File: src/rtl/timekeeper_pkg.sv
// Shared definitions for the timekeeping blocks (clk_period_meter, clk_divider).
package timekeeper_pkg;

  typedef enum logic [1:0] {
    ST_IDLE,
    ST_ARMED,
    ST_TRACKING
  } state_e;

  localparam int unsigned TK_DATA_WIDTH     = 20;
  localparam int unsigned TK_DEFAULT_PERIOD = 500;

endpackage

File: src/rtl/edge_sync.sv
// Two-flop synchroniser for an asynchronous input plus a rising-edge detector.
// rise_pulse is combinational from the 2nd and 3rd flops: one cycle wide, fixed latency.
module edge_sync (
  input  logic clk,
  input  logic rst,
  input  logic async_in,
  output logic rise_pulse
);

  logic sync1_q, sync1_d;
  logic sync2_q, sync2_d;
  logic dly_q, dly_d;

  always_comb begin
    sync1_d = async_in;
    sync2_d = sync1_q;
    dly_d   = sync2_q;
  end

  always_ff @(posedge clk or posedge rst) begin
    if (rst) begin
      sync1_q <= 1'b0;
      sync2_q <= 1'b0;
      dly_q   <= 1'b0;
    end else begin
      sync1_q <= sync1_d;
      sync2_q <= sync2_d;
      dly_q   <= dly_d;
    end
  end

  assign rise_pulse = sync2_q & ~dly_q;

endmodule

File: src/rtl/clk_period_meter.sv
// Measures ext_clk period in int_osc cycles, rejects glitches, averages the last
// 2^AVG_LOG2 intervals and drops lock when ext_clk stops for MAX_PERIOD cycles.
module clk_period_meter
  import timekeeper_pkg::*;
#(
  parameter int unsigned DATA_WIDTH     = TK_DATA_WIDTH,
  parameter int unsigned DEFAULT_PERIOD = TK_DEFAULT_PERIOD,
  parameter int unsigned MIN_PERIOD     = 20,
  parameter int unsigned MAX_PERIOD     = 100000,
  parameter int unsigned AVG_LOG2       = 2
) (
  input  logic                  int_osc,
  input  logic                  rst,
  input  logic                  ext_clk,
  output logic [DATA_WIDTH-1:0] master_period,
  output logic                  period_valid,
  output logic                  period_update,
  output logic                  locked
);

  localparam int unsigned DEPTH = 1 << AVG_LOG2;
  localparam int unsigned PTR_W = (AVG_LOG2 > 0) ? AVG_LOG2 : 1;
  localparam int unsigned SUM_W = DATA_WIDTH + AVG_LOG2;

  localparam logic [DATA_WIDTH-1:0] MIN_P = DATA_WIDTH'(MIN_PERIOD);
  localparam logic [DATA_WIDTH-1:0] MAX_P = DATA_WIDTH'(MAX_PERIOD);
  localparam logic [DATA_WIDTH-1:0] DEF_P = DATA_WIDTH'(DEFAULT_PERIOD);
  localparam logic [DATA_WIDTH-1:0] ONE   = DATA_WIDTH'(1);
  localparam logic [PTR_W-1:0]      LAST  = PTR_W'(DEPTH - 1);

  logic rise;

  edge_sync u_edge_sync (
    .clk       (int_osc),
    .rst       (rst),
    .async_in  (ext_clk),
    .rise_pulse(rise)
  );

  state_e                state_q, state_d;
  logic [DATA_WIDTH-1:0] cnt_q, cnt_d;
  logic [DATA_WIDTH-1:0] hist_q [DEPTH];
  logic [DATA_WIDTH-1:0] hist_d [DEPTH];
  logic [PTR_W-1:0]      wr_ptr_q, wr_ptr_d;
  logic [SUM_W-1:0]      sum_q, sum_d;
  logic [DATA_WIDTH-1:0] master_period_q, master_period_d;
  logic                  period_valid_q, period_valid_d;
  logic                  period_update_q, period_update_d;
  logic                  locked_q, locked_d;

  logic                  accept;
  logic                  timeout;
  logic [DATA_WIDTH-1:0] cnt_inc;
  logic [SUM_W-1:0]      sum_roll;

  always_comb begin
    accept   = rise && ((state_q == ST_IDLE) || (cnt_q >= MIN_P));
    timeout  = (cnt_q == MAX_P) && !rise;
    cnt_inc  = (cnt_q == MAX_P) ? cnt_q : cnt_q + ONE;
    // The entry at wr_ptr is the oldest, so it is what leaves the window.
    sum_roll = sum_q + SUM_W'(cnt_q) - SUM_W'(hist_q[wr_ptr_q]);

    state_d         = state_q;
    cnt_d           = cnt_q;
    hist_d          = hist_q;
    wr_ptr_d        = wr_ptr_q;
    sum_d           = sum_q;
    master_period_d = master_period_q;
    period_valid_d  = period_valid_q;
    period_update_d = 1'b0;
    locked_d        = locked_q;

    case (state_q)
      ST_IDLE: begin
        cnt_d = '0;
        if (rise) begin
          state_d = ST_ARMED;
          cnt_d   = ONE;
        end
      end
      ST_ARMED: begin
        if (accept) begin
          state_d = ST_TRACKING;
          cnt_d   = ONE;
          for (int unsigned i = 0; i < DEPTH; i++) hist_d[i] = cnt_q;
          sum_d           = SUM_W'(cnt_q) << AVG_LOG2;
          master_period_d = cnt_q;
          period_update_d = 1'b1;
          period_valid_d  = 1'b1;
          locked_d        = 1'b1;
        end else if (timeout) begin
          state_d = ST_IDLE;
          cnt_d   = '0;
        end else begin
          cnt_d = cnt_inc;
        end
      end
      ST_TRACKING: begin
        if (accept) begin
          cnt_d            = ONE;
          hist_d[wr_ptr_q] = cnt_q;
          wr_ptr_d         = (wr_ptr_q == LAST) ? '0 : wr_ptr_q + PTR_W'(1);
          sum_d            = sum_roll;
          master_period_d  = sum_roll[SUM_W-1:AVG_LOG2];
          period_update_d  = 1'b1;
        end else if (timeout) begin
          state_d  = ST_IDLE;
          cnt_d    = '0;
          locked_d = 1'b0;
        end else begin
          cnt_d = cnt_inc;
        end
      end
      default: begin
        state_d  = ST_IDLE;
        cnt_d    = '0;
        locked_d = 1'b0;
      end
    endcase
  end

  always_ff @(posedge int_osc or posedge rst) begin
    if (rst) begin
      state_q         <= ST_IDLE;
      cnt_q           <= '0;
      for (int unsigned i = 0; i < DEPTH; i++) hist_q[i] <= '0;
      wr_ptr_q        <= '0;
      sum_q           <= '0;
      master_period_q <= DEF_P;
      period_valid_q  <= 1'b0;
      period_update_q <= 1'b0;
      locked_q        <= 1'b0;
    end else begin
      state_q         <= state_d;
      cnt_q           <= cnt_d;
      for (int unsigned i = 0; i < DEPTH; i++) hist_q[i] <= hist_d[i];
      wr_ptr_q        <= wr_ptr_d;
      sum_q           <= sum_d;
      master_period_q <= master_period_d;
      period_valid_q  <= period_valid_d;
      period_update_q <= period_update_d;
      locked_q        <= locked_d;
    end
  end

  assign master_period = master_period_q;
  assign period_valid  = period_valid_q;
  assign period_update = period_update_q;
  assign locked        = locked_q;

endmodule
File: config.mk
export PLATFORM = sky130hd
export DESIGN_NAME = clk_period_meter
export DESIGN_NICKNAME = d
export VERILOG_FILES = /design/src/rtl/timekeeper_pkg.sv /design/src/rtl/edge_sync.sv /design/src/rtl/clk_period_meter.sv
export SDC_FILE = /design/constraint.sdc
export NUM_CORES = 1
export LEC_CHECK = 0
export CAP_MARGIN = 10
export CORE_AREA = 2 2 114 116
export CTS_BUF_LIST = sky130_fd_sc_hd__clkbuf_2
export CTS_CLUSTER_SIZE = 25
export DETAILED_ROUTE_END_ITERATION = 8
export DIE_AREA = 0 0 116 118
export PLACE_DENSITY = 0.89
export SLEW_MARGIN = 20
export SYNTH_ARGS = -nofsm -noshare
export SYNTH_HDL_FRONTEND = slang
export SYNTH_SLANG_ARGS = --single-unit
File: constraint.sdc
create_clock -name int_osc -period 9.9 [get_ports int_osc]
set_clock_uncertainty 0.2 [all_clocks]
set_input_delay 1.98 -clock int_osc [delete_from_list [all_inputs] [get_ports int_osc]]
set_output_delay 1.98 -clock int_osc [all_outputs]
set_load 0.02 [all_outputs]
==> qor.tcl, run 1 <==
set qor(share_clk_of_total_power_pct) 17.7
set qor(end_kind) {flip-flop}
set qor(transition_time_of_the_tightest_slew_check_pin_ps) 813.2
set qor(post_synth_most_frequent_cells) {sky130_fd_sc_hd__dfrtp_1, sky130_fd_sc_hd__nand2_1, sky130_fd_sc_hd__o21ai_0}
set qor(grt_pass1_vias) 6373
set qor(cp.buffers_inverters) 2
set qor(synth.avg_cell_area_um2) 9.477
set qor(p_comb_share_pct) 53.6
set qor(total_global_route_track_usage_pct) 30.75
set qor(final_max_slew_viol_count) 0
set qor(critical_path_class) {reg2reg}
set qor(crit_start_category) {flip-flop}
set qor(boundaryPins) 26
set qor(power_internal_mw) 1.389
set qor(drt-pass1-iter-count) 9
set qor(cts_tree) {yes}
set qor(syn_inst) 837
set qor(antenna_found_initial) 1
set qor(post-synth-top-area-cell) {sky130_fd_sc_hd__dfrtp_1}
set qor(cpLargestDelayFamily) {compound AO/OA/AOI/OAI gates}
set qor(start_util_pct) 63.90
set qor(share_seq_of_total_power_pct) 28.7
set qor(place.detailed.hpwl_mm) 12.91
set qor(yosysWarnings) 0
set qor(critPathSlowestCell) {sky130_fd_sc_hd__mux4_2}
set qor(postCtsSetupRepairBufs) 0
set qor(drt-total-wl_mm) 19.49
set qor(post_drt_wl_per_cell_um) 18.95
set qor(ctsHtreeMaxLevel) 4
set qor(clk_latency_ps) 700
set qor(die_x_um) 116
set qor(design.die.area_mm2) 0.01369
set qor(finalCriticalPeriod_ps) 4481
set qor(cts.repair.resized) 0
set qor(crit_arrival_ps) 4890
set qor(tritoncts_buffers) 17
set qor(post_cts_hold_buffer_count) 0
set qor(fmax_ghz) 0.2232
set qor(path_cells) {buf_4, mux4_2, fa_1, inv_1, fa_1, a21oi_1, o211ai_1, a221oi_2, a21oi_1, a211oi_1, xor2_1, a221oi_1}
set qor(syn-num-nets) 892
set qor(switching_share_of_power_pct) 43.75
set qor(synth.top_cells.by_area) {sky130_fd_sc_hd__dfrtp_1, sky130_fd_sc_hd__nand2_1, sky130_fd_sc_hd__o21ai_0}
set qor(timing.hold.worst.class) {reg2reg}
set qor(vdd.ir_drop.worst_mv) 0.1035
set qor(vias) 6421
set qor(run_status) {completed}
set qor(synth.lib_cells_used.distinct) 64
set qor(max-slew-margin-rel_pct) 45.59
set qor(tritoncts_sinks) 138
set qor(netlist_area_mm2) 0.007933
set qor(setup_viol) 0
set qor(first_pass_grt_wire_length_mm) 32.33
set qor(clk_pin_slew_worst_paths_ps) 210
set qor(ys.flop_type) {sky130_fd_sc_hd__dfrtp_1}
set qor(coreArea_mm2) 0.01241
set qor(maximum_number_of_pins_on_one_net_before_global_route_repair) 83
set qor(timing_hold_violations_final) 0
set qor(setup_repair_after_global_routing_missed_its_margin) {false}
set qor(drt_iter0_drc) 1034
set qor(power.static_leakage_nw) 3.840
set qor(fin_tns_setup_ps) 0
set qor(fin_cells) 1028
set qor(total_switching_power_mw) 1.081
set qor(async_flop_share_pct) 100.0
set qor(io_buf_count) 25
set qor(layout.nets) 897
set qor(grt_overflow_total) 0
set qor(die_y_um) 118
set qor(gp_congestion) 0.9430
set qor(worstPathMaxFanout) 23
set qor(drive_above_1_share_pct) 9.006
set qor(vias_per_cell) 6.246
set qor(power_density_mw_per_mm2) 288.4
set qor(layout.filler_cells) 849
set qor(synth-seq-cells) 138
set qor(cts.path.max_buffers) 2
set qor(numPlacedInstances) 995
set qor(critPathRequiredTime_ps) 10310
set qor(synth.top_cell.area_share_pct) 41.64
set qor(ys_seq_area_share_pct) 43.63
set qor(drc) 0
set qor(synthToLayoutAreaGrowth_pct) 7.949
set qor(number_of_synthesized_flops_with_an_enable_pin) 0
set qor(drv_cap) 0
set qor(final_min_period_over_clock_period_pct) 45.26
set qor(core.rowCount) 41
set qor(slowest_delay_ps) 580
set qor(drtAntennaViolNets) 0
set qor(cts.root.buffer_cell) {sky130_fd_sc_hd__clkbuf_2}
cell usage in the layout (no fill, tap or decap), types with 6 or more instances in the layout:
cell,count
sky130_fd_sc_hd__clkdlybuf4s50_1,25
sky130_fd_sc_hd__o21ai_1,9
sky130_fd_sc_hd__and3_1,8
sky130_fd_sc_hd__bufinv_16,6
sky130_fd_sc_hd__mux4_2,20
sky130_fd_sc_hd__ha_1,32
sky130_fd_sc_hd__dfstp_2,6
sky130_fd_sc_hd__nand3_1,13
sky130_fd_sc_hd__clkbuf_2,18
sky130_fd_sc_hd__a21o_1,6
sky130_fd_sc_hd__fa_1,20
sky130_fd_sc_hd__nor2_1,49
sky130_fd_sc_hd__nand4_1,8
sky130_fd_sc_hd__xor2_1,8
sky130_fd_sc_hd__inv_1,91
sky130_fd_sc_hd__o21ai_0,99
sky130_fd_sc_hd__o22ai_1,9
sky130_fd_sc_hd__nand2_1,132
sky130_fd_sc_hd__a21oi_1,29
sky130_fd_sc_hd__nor3_1,15
sky130_fd_sc_hd__dfrtp_1,132
sky130_fd_sc_hd__buf_4,9
sky130_fd_sc_hd__xnor2_1,26
flip-flops by register name, summed over array words and instances (netlist names):
name,cells
wr_ptr_q,2
u_edge_sync.dly_q,1
state_q,2
master_period,6
u_edge_sync.sync1_q,1
cnt_q,20
hist_q,80
u_edge_sync.dly_d,1
locked,1
period_valid,1
period_update,1
sum_q,22
power groups by stage:
stage	clock [mW]	combinational, mW	sequential (mW)
after floorplan	0	0.982	0.719
after global placement	0	1.22	0.713
after detailed placement	0	1.27	0.716
after CTS	0.439	1.29	0.706
after global routing	0.469	1.45	0.716
final	0.438	1.32	0.708
kinds of logic after synthesis:
family	after synthesis	synth area share [%]
multiplexers	22	5.931
XOR/XNOR	34	3.754
flip-flops	138	43.63
buffers and inverters	143	7.650
AO/OA/AOI/OAI	200	15.38
AND/OR/NAND/NOR	248	13.56
adder cells (fa/ha/maj)	52	10.09
worst reg2reg max path, cell delays in order (launching register included):
cell and delay, ps:
sky130_fd_sc_hd__dfrtp_1 370, sky130_fd_sc_hd__buf_4 390, sky130_fd_sc_hd__mux4_2 590, sky130_fd_sc_hd__fa_1 500, sky130_fd_sc_hd__inv_1 80, sky130_fd_sc_hd__fa_1 460, sky130_fd_sc_hd__a21oi_1 240, sky130_fd_sc_hd__o211ai_1 160
sky130_fd_sc_hd__a221oi_2 470, sky130_fd_sc_hd__a21oi_1 200, sky130_fd_sc_hd__a211oi_1 330, sky130_fd_sc_hd__xor2_1 110, sky130_fd_sc_hd__a221oi_1 290
per-layer routing:
layer  track usage (%)  part of all wire, %  vias up
li1                  -                    -     2851
met1             43.43                   40     3047
met2             46.20                   47      449
met3             7.775                   10       74
met4             11.38                  3.1        0
met5                 0                    0        -
per-stage QoR:
stage          hold slack, ps  worst slack, ps  util, %  cell area, µm²  power (mW)
2_1_floorplan           131.2             4034        -            7933       1.700
3_3_place_gp            132.3             5689    66.25            8224       1.935
3_5_place_dp            134.7             5551    66.25            8224       1.989
4_1_cts                 173.7             5539    68.93            8557       2.436
5_1_grt                 200.2             5193    68.98            8563       2.634
6_report                173.2             5419    68.98            8563       2.470
cell type report:
cell class	instances	area (µm²)	share of cell area, %
Clock buffer	18	90.09	1.052
Clock inverter	14	242.7	2.835
Multi-Input combinational cell	556	3865	45.13
Sequential cell	138	3461	40.41
Antenna cell	1	2.502	0.02922
Tap cell	172	215.2	2.513
Timing Repair Buffer	35	329.1	3.843
Inverter	94	357.8	4.179
path summary, 6_finish.rpt:
path	end	slack [ps]	cells after the start	start
setup / recovery	sum_q[18]$_DFFE_PP0P_	5420	12	wr_ptr_q[1]$_DFFE_PP0N_
hold / removal	u_edge_sync.dly_d$_DFF_PP0_	170	0	u_edge_sync.sync1_q$_DFF_PP0_
setup reg to reg	sum_q[18]$_DFFE_PP0P_	5420	12	wr_ptr_q[1]$_DFFE_PP0N_
hold reg to reg	u_edge_sync.dly_d$_DFF_PP0_	170	0	u_edge_sync.sync1_q$_DFF_PP0_
max in group asynchronous	hist_q[49]$_DFFE_PP0P_	6950	3	rst
min in group asynchronous	sum_q[0]$_DFFE_PP0P_	1470	2	rst
Power figures use the tool's default switching activity.
==> run 2: changes to the inputs <==
--- a/config.mk
+++ b/config.mk
@@ -6,12 +6,12 @@
 export NUM_CORES = 1
 export LEC_CHECK = 0
 export CAP_MARGIN = 10
-export CORE_AREA = 2 2 114 116
+export CORE_AREA = 2 2 120 122
 export CTS_BUF_LIST = sky130_fd_sc_hd__clkbuf_2
 export CTS_CLUSTER_SIZE = 25
 export DETAILED_ROUTE_END_ITERATION = 8
-export DIE_AREA = 0 0 116 118
-export PLACE_DENSITY = 0.89
+export DIE_AREA = 0 0 122 124
+export PLACE_DENSITY = 0.85
 export SLEW_MARGIN = 20
 export SYNTH_ARGS = -nofsm -noshare
 export SYNTH_HDL_FRONTEND = slang
==> constraint.sdc (replaced) <==
create_clock -name int_osc -period 3.8 [get_ports int_osc]
set_clock_uncertainty 0.2 [all_clocks]
set_input_delay 0.76 -clock int_osc [delete_from_list [all_inputs] [get_ports int_osc]]
set_output_delay 0.76 -clock int_osc [all_outputs]
set_load 0.02 [all_outputs]
==> run 2 against run 1 <==
  * Global-route usage is 4.0 points lower
  * Sequential cell count stayed put
  * Largest power group unchanged
  * Combinational power grew to 3.0 times the previous value
  * Critical endpoint is now sum_q[17]$_DFFE_PP0P_
  * Sequential power grew to 2.6 times the previous value
  * Highest routed layer unchanged
  * Core utilization is 4.1 points lower
  * Count of clock-buffer cells in the layout stayed put
  * Total power grew to 2.7 times the previous value
  * Critical path type unchanged
  * Largest cell class unchanged
  * Die area is 11% higher
==> qor.tcl, run 2 (synthesis results as in run 1) <==
set qor(critPathSlowestCell) {sky130_fd_sc_hd__mux4_2}
set qor(grt_overflow_total) 0
set qor(clk_pin_slew_worst_paths_ps) 230
set qor(p_comb_share_pct) 59.4
set qor(layout.nets) 934
set qor(post_drt_wl_per_cell_um) 17.82
set qor(tritoncts_sinks) 138
set qor(fmax_ghz) 0.2659
set qor(cpLargestDelayFamily) {adder cells}
set qor(start_util_pct) 57.82
set qor(r2r_setup_slk_ps) 40
set qor(share_seq_of_total_power_pct) 27.6
set qor(maximum_number_of_pins_on_one_net_before_global_route_repair) 139
set qor(critical_path_class) {reg2reg}
set qor(transition_time_of_the_tightest_slew_check_pin_ps) 774.2
set qor(drt-pass1-iter-count) 7
set qor(design.die.area_mm2) 0.01513
set qor(most-common-layout-cells) {sky130_fd_sc_hd__nand2_1, sky130_fd_sc_hd__dfrtp_1, sky130_fd_sc_hd__o21ai_0, sky130_fd_sc_hd__inv_1, sky130_fd_sc_hd__nor2_1}
set qor(vias_per_cell) 5.953
set qor(run_status) {completed}
set qor(antenna_found_initial) 1
set qor(power_internal_mw) 3.779
set qor(synthToLayoutAreaGrowth_pct) 12.22
set qor(ctsHtreeMaxLevel) 4
set qor(grt_pass1_vias) 6110
set qor(first_pass_grt_wire_length_mm) 30.86
set qor(total_switching_power_mw) 2.939
set qor(cts.root.buffer_cell) {sky130_fd_sc_hd__clkbuf_2}
set qor(switching_share_of_power_pct) 43.74
set qor(timing.rr.start) {wr_ptr_q[1]$_DFFE_PP0N_}
set qor(startpoint) {wr_ptr_q[1]$_DFFE_PP0N_}
set qor(worstPathMaxFanout) 17
set qor(crit_start_category) {flip-flop}
set qor(drv_cap) 0
set qor(cts_tree) {yes}
set qor(drt_iter0_drc) 777
set qor(crit_arrival_ps) 4180
set qor(timing.hold.worst.class) {reg2reg}
set qor(place.detailed.hpwl_mm) 13.33
set qor(slowest_delay_ps) 560
set qor(hold_start) {u_edge_sync.sync1_q$_DFF_PP0_}
set qor(max-slew-margin-rel_pct) 48.20
set qor(gp_congestion) 0.9069
set qor(fin_cells) 1073
set qor(power_density_mw_per_mm2) 754.7
set qor(timing_hold_violations_final) 0
set qor(setup_repair_after_global_routing_missed_its_margin) {true}
set qor(cp.buffers_inverters) 2
set qor(drtAntennaViolNets) 0
set qor(top_register) {hist_q}
set qor(die_y_um) 124
set qor(core.rowCount) 43
set qor(cts.path.max_buffers) 2
set qor(setup_viol) 0
set qor(finalHoldWorstSlack_ps) 186.8
set qor(largest_register_ffs) 80
set qor(finalCriticalPeriod_ps) 3760
set qor(boundaryPins) 26
set qor(clk_latency_ps) 690
set qor(total_global_route_track_usage_pct) 26.73
set qor(io_buf_count) 25
set qor(vdd.ir_drop.worst_mv) 0.3518
set qor(power.static_leakage_nw) 3.987
set qor(drive_above_1_share_pct) 14.80
set qor(drc) 0
set qor(final_common_cell) {sky130_fd_sc_hd__nand2_1}
set qor(numPlacedInstances) 1037
set qor(final_max_slew_viol_count) 0
set qor(end_kind) {flip-flop}
set qor(tritoncts_buffers) 17
set qor(final_min_period_over_clock_period_pct) 98.95
set qor(vias) 6388
set qor(biggestRegsByFlops) {hist_q: 80 flops, sum_q: 22 flops, cnt_q: 20 flops}
set qor(die_x_um) 122
set qor(post_cts_hold_buffer_count) 0
set qor(path_cells) {buf_12, mux4_2, fa_1, inv_1, ha_1, nand2_1, nor3_2, o21ai_2, a211oi_2, nor2_1, xor2_1, a221oi_2}
set qor(critPathRequiredTime_ps) 4220
set qor(share_clk_of_total_power_pct) 13.0
set qor(coreArea_mm2) 0.01372
set qor(drt-total-wl_mm) 19.12
[run 2: cell types whose count changed in the layout (fill, tap and decap cells not counted), sizes merged]
cell / previous run / this run
clkinv: 6 / 9
inv: 95 / 92
buf: 10 / 47
bufinv: 6 / 2
clkinvlp: 1 / 5
[run 2: power groups by stage]
stage / Combinational (mW) / Clock (mW) / Sequential [mW]
final: 3.99 / 0.870 / 1.86
after global routing: 4.36 / 0.943 / 1.88
after CTS: 3.74 / 0.877 / 1.85
after detailed placement: 3.66 / 0 / 1.88
after global placement: 3.60 / 0 / 1.87
after floorplan: 2.56 / 0 / 1.87
[run 2: final timing paths]
check	end	depth (start not counted)
max reg2reg	sum_q[17]$_DFFE_PP0P_	12
min	u_edge_sync.dly_d$_DFF_PP0_	0
max in group asynchronous	wr_ptr_q[0]$_DFFE_PP0N_	3
min reg2reg	u_edge_sync.dly_d$_DFF_PP0_	0
max	sum_q[17]$_DFFE_PP0P_	12
min in group asynchronous	hist_q[8]$_DFFE_PP0P_	3
[run 2: repair_timing]
action                     in CTS  in global routing
pin swaps                       2                 20
buffers inserted                0                  4
setup endpoints to repair       5                 12
gates resized for setup         6                 20
[run 2: worst register-to-register path: cells and delay by family, from the launching register on]
family	cells	cell delay (ps)
xor gates and xnor gates	1	160
muxes	1	560
adders and majority gates	2	890
and+or+nand+nor	3	470
buffers and inverters	2	230
DFF	1	460
AOI/OAI and AO/OA	3	730
[run 2: through the flow]
step / cell area [µm²] / setup TNS (ps) / worst slack (ps) / utilization, % / total power, mW
global placement: 8526 / 0 / 12.97 / 62.14 / 5.471
finish: 8902 / 0 / 39.77 / 64.89 / 6.718
floorplan: 7939 / 0 / 13.32 / - / 4.432
detailed placement: 8526 / -83.63 / -41.64 / 62.14 / 5.532
global route: 8902 / -243.7 / -89.09 / 64.89 / 7.180
CTS: 8787 / 0 / 24.44 / 64.05 / 6.468
[run 2: metal layers]
metal / track usage [%] / wire (µm) / up-vias
met5: 0 / 0 / -
met4: 10.56 / 523 / 0
met3: 5.952 / 1522 / 51
met2: 42.25 / 9030 / 322
met1: 36.18 / 8041 / 3087
li1: - / - / 2928
[run 2: cell type report]
| cell class | count | area (µm²) |
|---|---|---|
| fill | 1024 | 4817 |
| multi-input combinational | 556 | 3960 |
| sequential | 138 | 3463 |
| timing repair buffer | 72 | 655.6 |
| inverter | 94 | 356.6 |
| tap | 180 | 225.2 |
| clock inverter | 14 | 148.9 |
| clock buffer | 18 | 90.09 |
| antenna | 1 | 2.502 |
